===== config.mk =====
export PLATFORM = sky130hd
export DESIGN_NAME = if_id_stage
export DESIGN_NICKNAME = d
export VERILOG_FILES = /design/src/rtl/if_id_stage_pkg.sv /design/src/rtl/if_id_stage_load_use_detect.sv /design/src/rtl/if_id_stage.sv
export SDC_FILE = /design/constraint.sdc
export NUM_CORES = 1
export LEC_CHECK = 0
export CAP_MARGIN = 20
export CORE_MARGIN = 10
export CORE_UTILIZATION = 43
export CTS_CLUSTER_DIAMETER = 40
export DETAILED_ROUTE_END_ITERATION = 12
export PLACE_DENSITY_LB_ADDON = 0.2
export SYNTH_ARGS = -nofsm -noshare
export SYNTH_HDL_FRONTEND = slang
export SYNTH_HIERARCHICAL = 1
export SYNTH_SLANG_ARGS = --single-unit

===== constraint.sdc =====
create_clock -name pclk -period 4 [get_ports pclk]
set_clock_uncertainty 0.2 [all_clocks]
set_input_delay 0.8 -clock pclk [delete_from_list [all_inputs] [get_ports pclk]]
set_output_delay 0.8 -clock pclk [all_outputs]
set_load 0.02 [all_outputs]

===== src/rtl/if_id_stage_pkg.sv =====
// Shared MIPS decode constants and helpers for the IF/ID pipeline register.
package if_id_stage_pkg;

    localparam logic [5:0]  OP_RTYPE = 6'h00;
    localparam logic [5:0]  OP_J     = 6'h02;
    localparam logic [5:0]  OP_BEQ   = 6'h04;
    localparam logic [5:0]  OP_BNE   = 6'h05;
    localparam logic [5:0]  OP_LW    = 6'h23;
    localparam logic [5:0]  OP_SW    = 6'h2B;
    localparam logic [31:0] NOP_WORD = 32'h0000_0000;

    // Opcodes that read rt as a source operand (not as a destination).
    function automatic logic uses_rt(input logic [5:0] op);
        return (op == OP_RTYPE) || (op == OP_BEQ) || (op == OP_BNE) || (op == OP_SW);
    endfunction

endpackage


===== src/rtl/if_id_stage_load_use_detect.sv =====
// Combinational load-use hazard detect between the IF/ID slot and a load in ID/EX.
import if_id_stage_pkg::*;

module load_use_detect (
    input  logic       if_id_valid,
    input  logic [5:0] opcode,
    input  logic [4:0] rs,
    input  logic [4:0] rt,
    input  logic       id_ex_mem_read,
    input  logic [4:0] id_ex_rt,
    output logic       hazard
);

    logic rs_match;
    logic rt_match;

    assign rs_match = (id_ex_rt == rs);
    assign rt_match = (id_ex_rt == rt) && uses_rt(opcode);

    // $zero is never a real dependency, and an empty slot reads nothing.
    assign hazard = id_ex_mem_read && if_id_valid && (id_ex_rt != 5'd0)
                    && (rs_match || rt_match);

endmodule


===== src/rtl/if_id_stage.sv =====
// IF/ID pipeline register: holds fetched instruction and pc+4, decodes fields,
// stalls on load-use, squashes on taken branch/jump, counts stalls and flushes.
import if_id_stage_pkg::*;

module if_id_stage #(
    parameter int PC_W   = 10,
    parameter int DATA_W = 32,
    parameter int CNT_W  = 16
) (
    input  logic              pclk,
    input  logic              reset,
    input  logic [DATA_W-1:0] instruction,
    input  logic [PC_W-1:0]   pc_plus_4,
    input  logic              branch_taken,
    input  logic              jump,
    input  logic              id_ex_mem_read,
    input  logic [4:0]        id_ex_rt,
    output logic              pc_write,
    output logic              id_ex_bubble,
    output logic              if_id_valid,
    output logic [DATA_W-1:0] if_id_instr,
    output logic [PC_W-1:0]   if_id_pc_plus_4,
    output logic [5:0]        opcode,
    output logic [4:0]        rs,
    output logic [4:0]        rt,
    output logic [4:0]        rd,
    output logic [4:0]        shamt,
    output logic [5:0]        funct,
    output logic [DATA_W-1:0] imm_sext,
    output logic [25:0]       jump_target,
    output logic [CNT_W-1:0]  stall_cnt,
    output logic [CNT_W-1:0]  flush_cnt
);

    logic hazard;
    logic flush;

    assign opcode      = if_id_instr[31:26];
    assign rs          = if_id_instr[25:21];
    assign rt          = if_id_instr[20:16];
    assign rd          = if_id_instr[15:11];
    assign shamt       = if_id_instr[10:6];
    assign funct       = if_id_instr[5:0];
    assign imm_sext    = {{(DATA_W-16){if_id_instr[15]}}, if_id_instr[15:0]};
    assign jump_target = if_id_instr[25:0];

    load_use_detect u_load_use_detect (
        .if_id_valid    (if_id_valid),
        .opcode         (opcode),
        .rs             (rs),
        .rt             (rt),
        .id_ex_mem_read (id_ex_mem_read),
        .id_ex_rt       (id_ex_rt),
        .hazard         (hazard)
    );

    // A flush discards the stalled slot, so the stall is cancelled outright.
    assign flush        = branch_taken | jump;
    assign pc_write     = ~hazard | flush;
    assign id_ex_bubble = hazard & ~flush;

    always_ff @(posedge pclk or posedge reset) begin
        if (reset) begin
            if_id_instr     <= '0;
            if_id_pc_plus_4 <= '0;
            if_id_valid     <= 1'b0;
            stall_cnt       <= '0;
            flush_cnt       <= '0;
        end else if (flush) begin
            if_id_instr     <= NOP_WORD[DATA_W-1:0];
            if_id_pc_plus_4 <= '0;
            if_id_valid     <= 1'b0;
            if (flush_cnt != {CNT_W{1'b1}}) begin
                flush_cnt <= flush_cnt + 1'b1;
            end
        end else if (hazard) begin
            if (stall_cnt != {CNT_W{1'b1}}) begin
                stall_cnt <= stall_cnt + 1'b1;
            end
        end else begin
            if_id_instr     <= instruction;
            if_id_pc_plus_4 <= pc_plus_4;
            if_id_valid     <= 1'b1;
        end
    end

endmodule


==> results.md <==
- Hold WS: between 300 and 400 ps
- Pwr dens: 326 nW/um^2
- Simple-Gate Fraction of Synth Area: 0.149
- TritonCTS Buffers: 9
- Main combinational cell family by area after synthesis: buffers and inverters
- CP required: 3000 ps
- Global-route usage over all layers: 0.174
- Ys Warns: 6
- I/O Buffers: 218
- Synth Area in Adders: 0.00606
- Int Power: approximately 1.3 mW
- Sw power: 641 uW
- Synth Register Bits: 75
- Post-synthesis mux area share: 0.111
- Post-route DRC violation count: 0
- Most frequent cell after synthesis: buf_4
- Arr. time, crit path: 2580 ps
- Top cells by count, synth: buf_4, dfrtp_1, nor2_1
- Vert. Die Dim: 118 microns
- Final #Nets: 588
- First-pass GRT wire length: just under 20,000 microns
- CTS Buffer Depth: 2
- RSZ-0062 raised after global routing: false
- Synth Net Count: 454
- Post-synth EDFFs: 0
- Grt ovf: 0
- Layout Area Growth over Synthesis: 44.3%
- CTS clk-pin slew, worst paths: 80 ps
- Sw frac: 0.330
- Post-route setup TNS: 0 ps
- Die ar.: 13,900 sq um
- F_max: 0.279 GHz
- Met1 Resource Use GR: 0.188
- GPL Wtd Cong: 0.827
- Slew of the pin with the lowest slew margin: approximately 740 ps
- Met3 usage: 0.0624
- Root Driver: clkbuf_8
- Clock power share: 0.255
- Via count: approximately 3,200
- HP Start: stall_cnt[15]$_DFFE_PP0P_
- Final min period: 3580 ps
- Crit path max fanout: 3
- Skew-Pair Late Insertion Delay: between 300 and 400 ps
- Syn_area_per_cell: 10.3 sq um
- Final hold viol count: 0
- Synth top area cells: dfrtp_1, buf_4, mux2i_1, nor2_1, xor2_1
- Slew HR: 0.510
- Crit Path Class: in2out
- Final Setup Violations: 0
- I/O Pins: 219
- Flop pwr share: 0.469
- Area leader, netlist: dfrtp_1
- Max Slew Vio Count: 0
- DRT antenna net count: 0
- Post-Synth XOR/XNOR Area: 0.0678
- Max-capacitance violation count: 0
- Worst Hold Class: reg2reg
- Max VDD drop: 0.000356 V
- Status: completed
- Vias/cell: 4.80
- ANT cells: 0
- Placement Rows: 35
- Post-DP HPWL: 9890 microns
- Combinational share of power: 0.276
- M2 GR Usage: 0.310
- Vias in the first global route: 3,249
- Worst Setup SP: id_ex_rt[2]
- Synthesized area: 4130 sq um
- Clock Sinks: between 70 and 80
- Syn Inst Count: 400
- Initial Util: 0.445
- Top_reg_cell synth: dfrtp_1
- Total wire length: approximately 12,000 microns
- Final period util: 0.896
- Initial antenna violation count: 0
- Die Wd: 118 microns
- WL per Instance: between 15 and 20 microns
- Initial DRT Pass Iterations: 4
- DR iter-0 viols: ~110
- FFs w/ async S/R, synth: 1.00
- Synth Area in Compound Gates: 0.0339
- Cts hold-fix bufs: 0
- Leakage: 2.45 nW
- H-Tree Depth: 3
- Most Crowded Layer GR: met2
- Kind of end point of the critical path: primary output
- Setup ws final: ~420 ps
- Seq/Total Area, Yosys: 0.454
- FF-to-FF Start: if_id_instr[26]$_DFFE_PP0N_
- Largest net degree at the start of global routing: 44
- Layout cell share with drive strength beyond 1: 0.0540
- Netlist cell types: 37
- DP Worst Slack: 22.5 ps
- Startpoint types: input port
- Core ar.: 9280 sq um
- Synth top area share: 0.454
- TritonCTS clock tree: yes
[sequential cells by signal, indices dropped and copies added (netlist names)]
name and count:
if_id_instr 32, flush_cnt 16, stall_cnt 16, if_id_pc_plus_4 10, if_id_valid 1
[cells in the final DEF, fill, tap and decap left out, types with 3 or more instances in the layout]
| cell | count |
|---|---|
| nand3_1 | 9 |
| xnor2_1 | 13 |
| clkdlybuf4s50_1 | 216 |
| nand2_1 | 11 |
| dfrtp_1 | 75 |
| nand4_1 | 15 |
| inv_1 | 4 |
| clkinvlp_4 | 3 |
| clkinv_2 | 3 |
| and4_1 | 3 |
| buf_4 | 5 |
| xor2_1 | 19 |
| nor4_1 | 3 |
| nor3_1 | 11 |
| clkbuf_8 | 9 |
| and3_1 | 7 |
| mux2i_1 | 42 |
| nor2_1 | 53 |
| a21oi_1 | 6 |
[worst paths after layout]
path	slack [ps]	depth (start not counted)	end
setup reg to reg	1040	7	if_id_instr[2]$_DFFE_PP0N_
max in group asynchronous	2230	3	if_id_instr[9]$_DFFE_PP0N_
hold reg to reg	320	1	stall_cnt[15]$_DFFE_PP0P_
min in group asynchronous	650	2	if_id_pc_plus_4[7]$_DFFE_PP0N_
setup / recovery	420	7	id_ex_bubble
hold / removal	320	1	stall_cnt[15]$_DFFE_PP0P_
[power by group through the flow]
stage	logic [mW]	registers, mW	clock network, mW
3_3_place_gp	0.536	0.922	0
5_1_grt	0.580	0.925	0.551
6_report	0.537	0.911	0.497
3_5_place_dp	0.544	0.925	0
2_1_floorplan	0.237	0.980	0
4_1_cts	0.546	0.912	0.511
[cell type report]
class | instances | area, sq um
multi-input combinational | 220 | 1530
fill | 784 | 3320
tap | 129 | 161
sequential | 75 | 1880
clock inverter | 5 | 32.5
inverter | 5 | 20.0
clock buffer | 9 | 124
timing repair buffer | 223 | 2220
[worst max-delay path, stage by stage]
cell and delay (ps):
clkdlybuf4s50_1 480, or4_1 550, o211ai_1 280, a21oi_4 70
nand2_1 130, inv_1 70, dlymetal6s2s_1 210
[routing by layer]
metal	part of all wire	vias to the layer above
li1	-	1535
met1	0.39	1535
met3	0.074	12
met4	0.012	0
met5	0	-
met2	0.53	117
[through the flow]
step | area [sq um] | std cells | total power, mW | util
finish | 5960 | 666 | 1.94 | 0.642
global route | 5960 | 666 | 2.06 | 0.642
CTS | 5960 | 666 | 1.97 | 0.642
detailed placement | 5800 | 652 | 1.47 | 0.625
global placement | 5800 | 652 | 1.46 | 0.625
floorplan | 4130 | 400 | 1.22 | -
[cell families (layout without fill, tap and decap cells)]
family | Yosys count | count (layout)
flops | 75 | 75
buf+inv | 105 | 242
simple gates | 122 | 122
mux | 45 | 45
fa+ha+maj | 2 | 2
compound gates | 19 | 19
xor+xnor | 32 | 32
[timing repair]
item	4_1_cts	5_1_grt
setup buffers	0	0
resized for setup	0	2
endpoints found under the setup margin	0	2
Power figures use the tool's default switching activity.
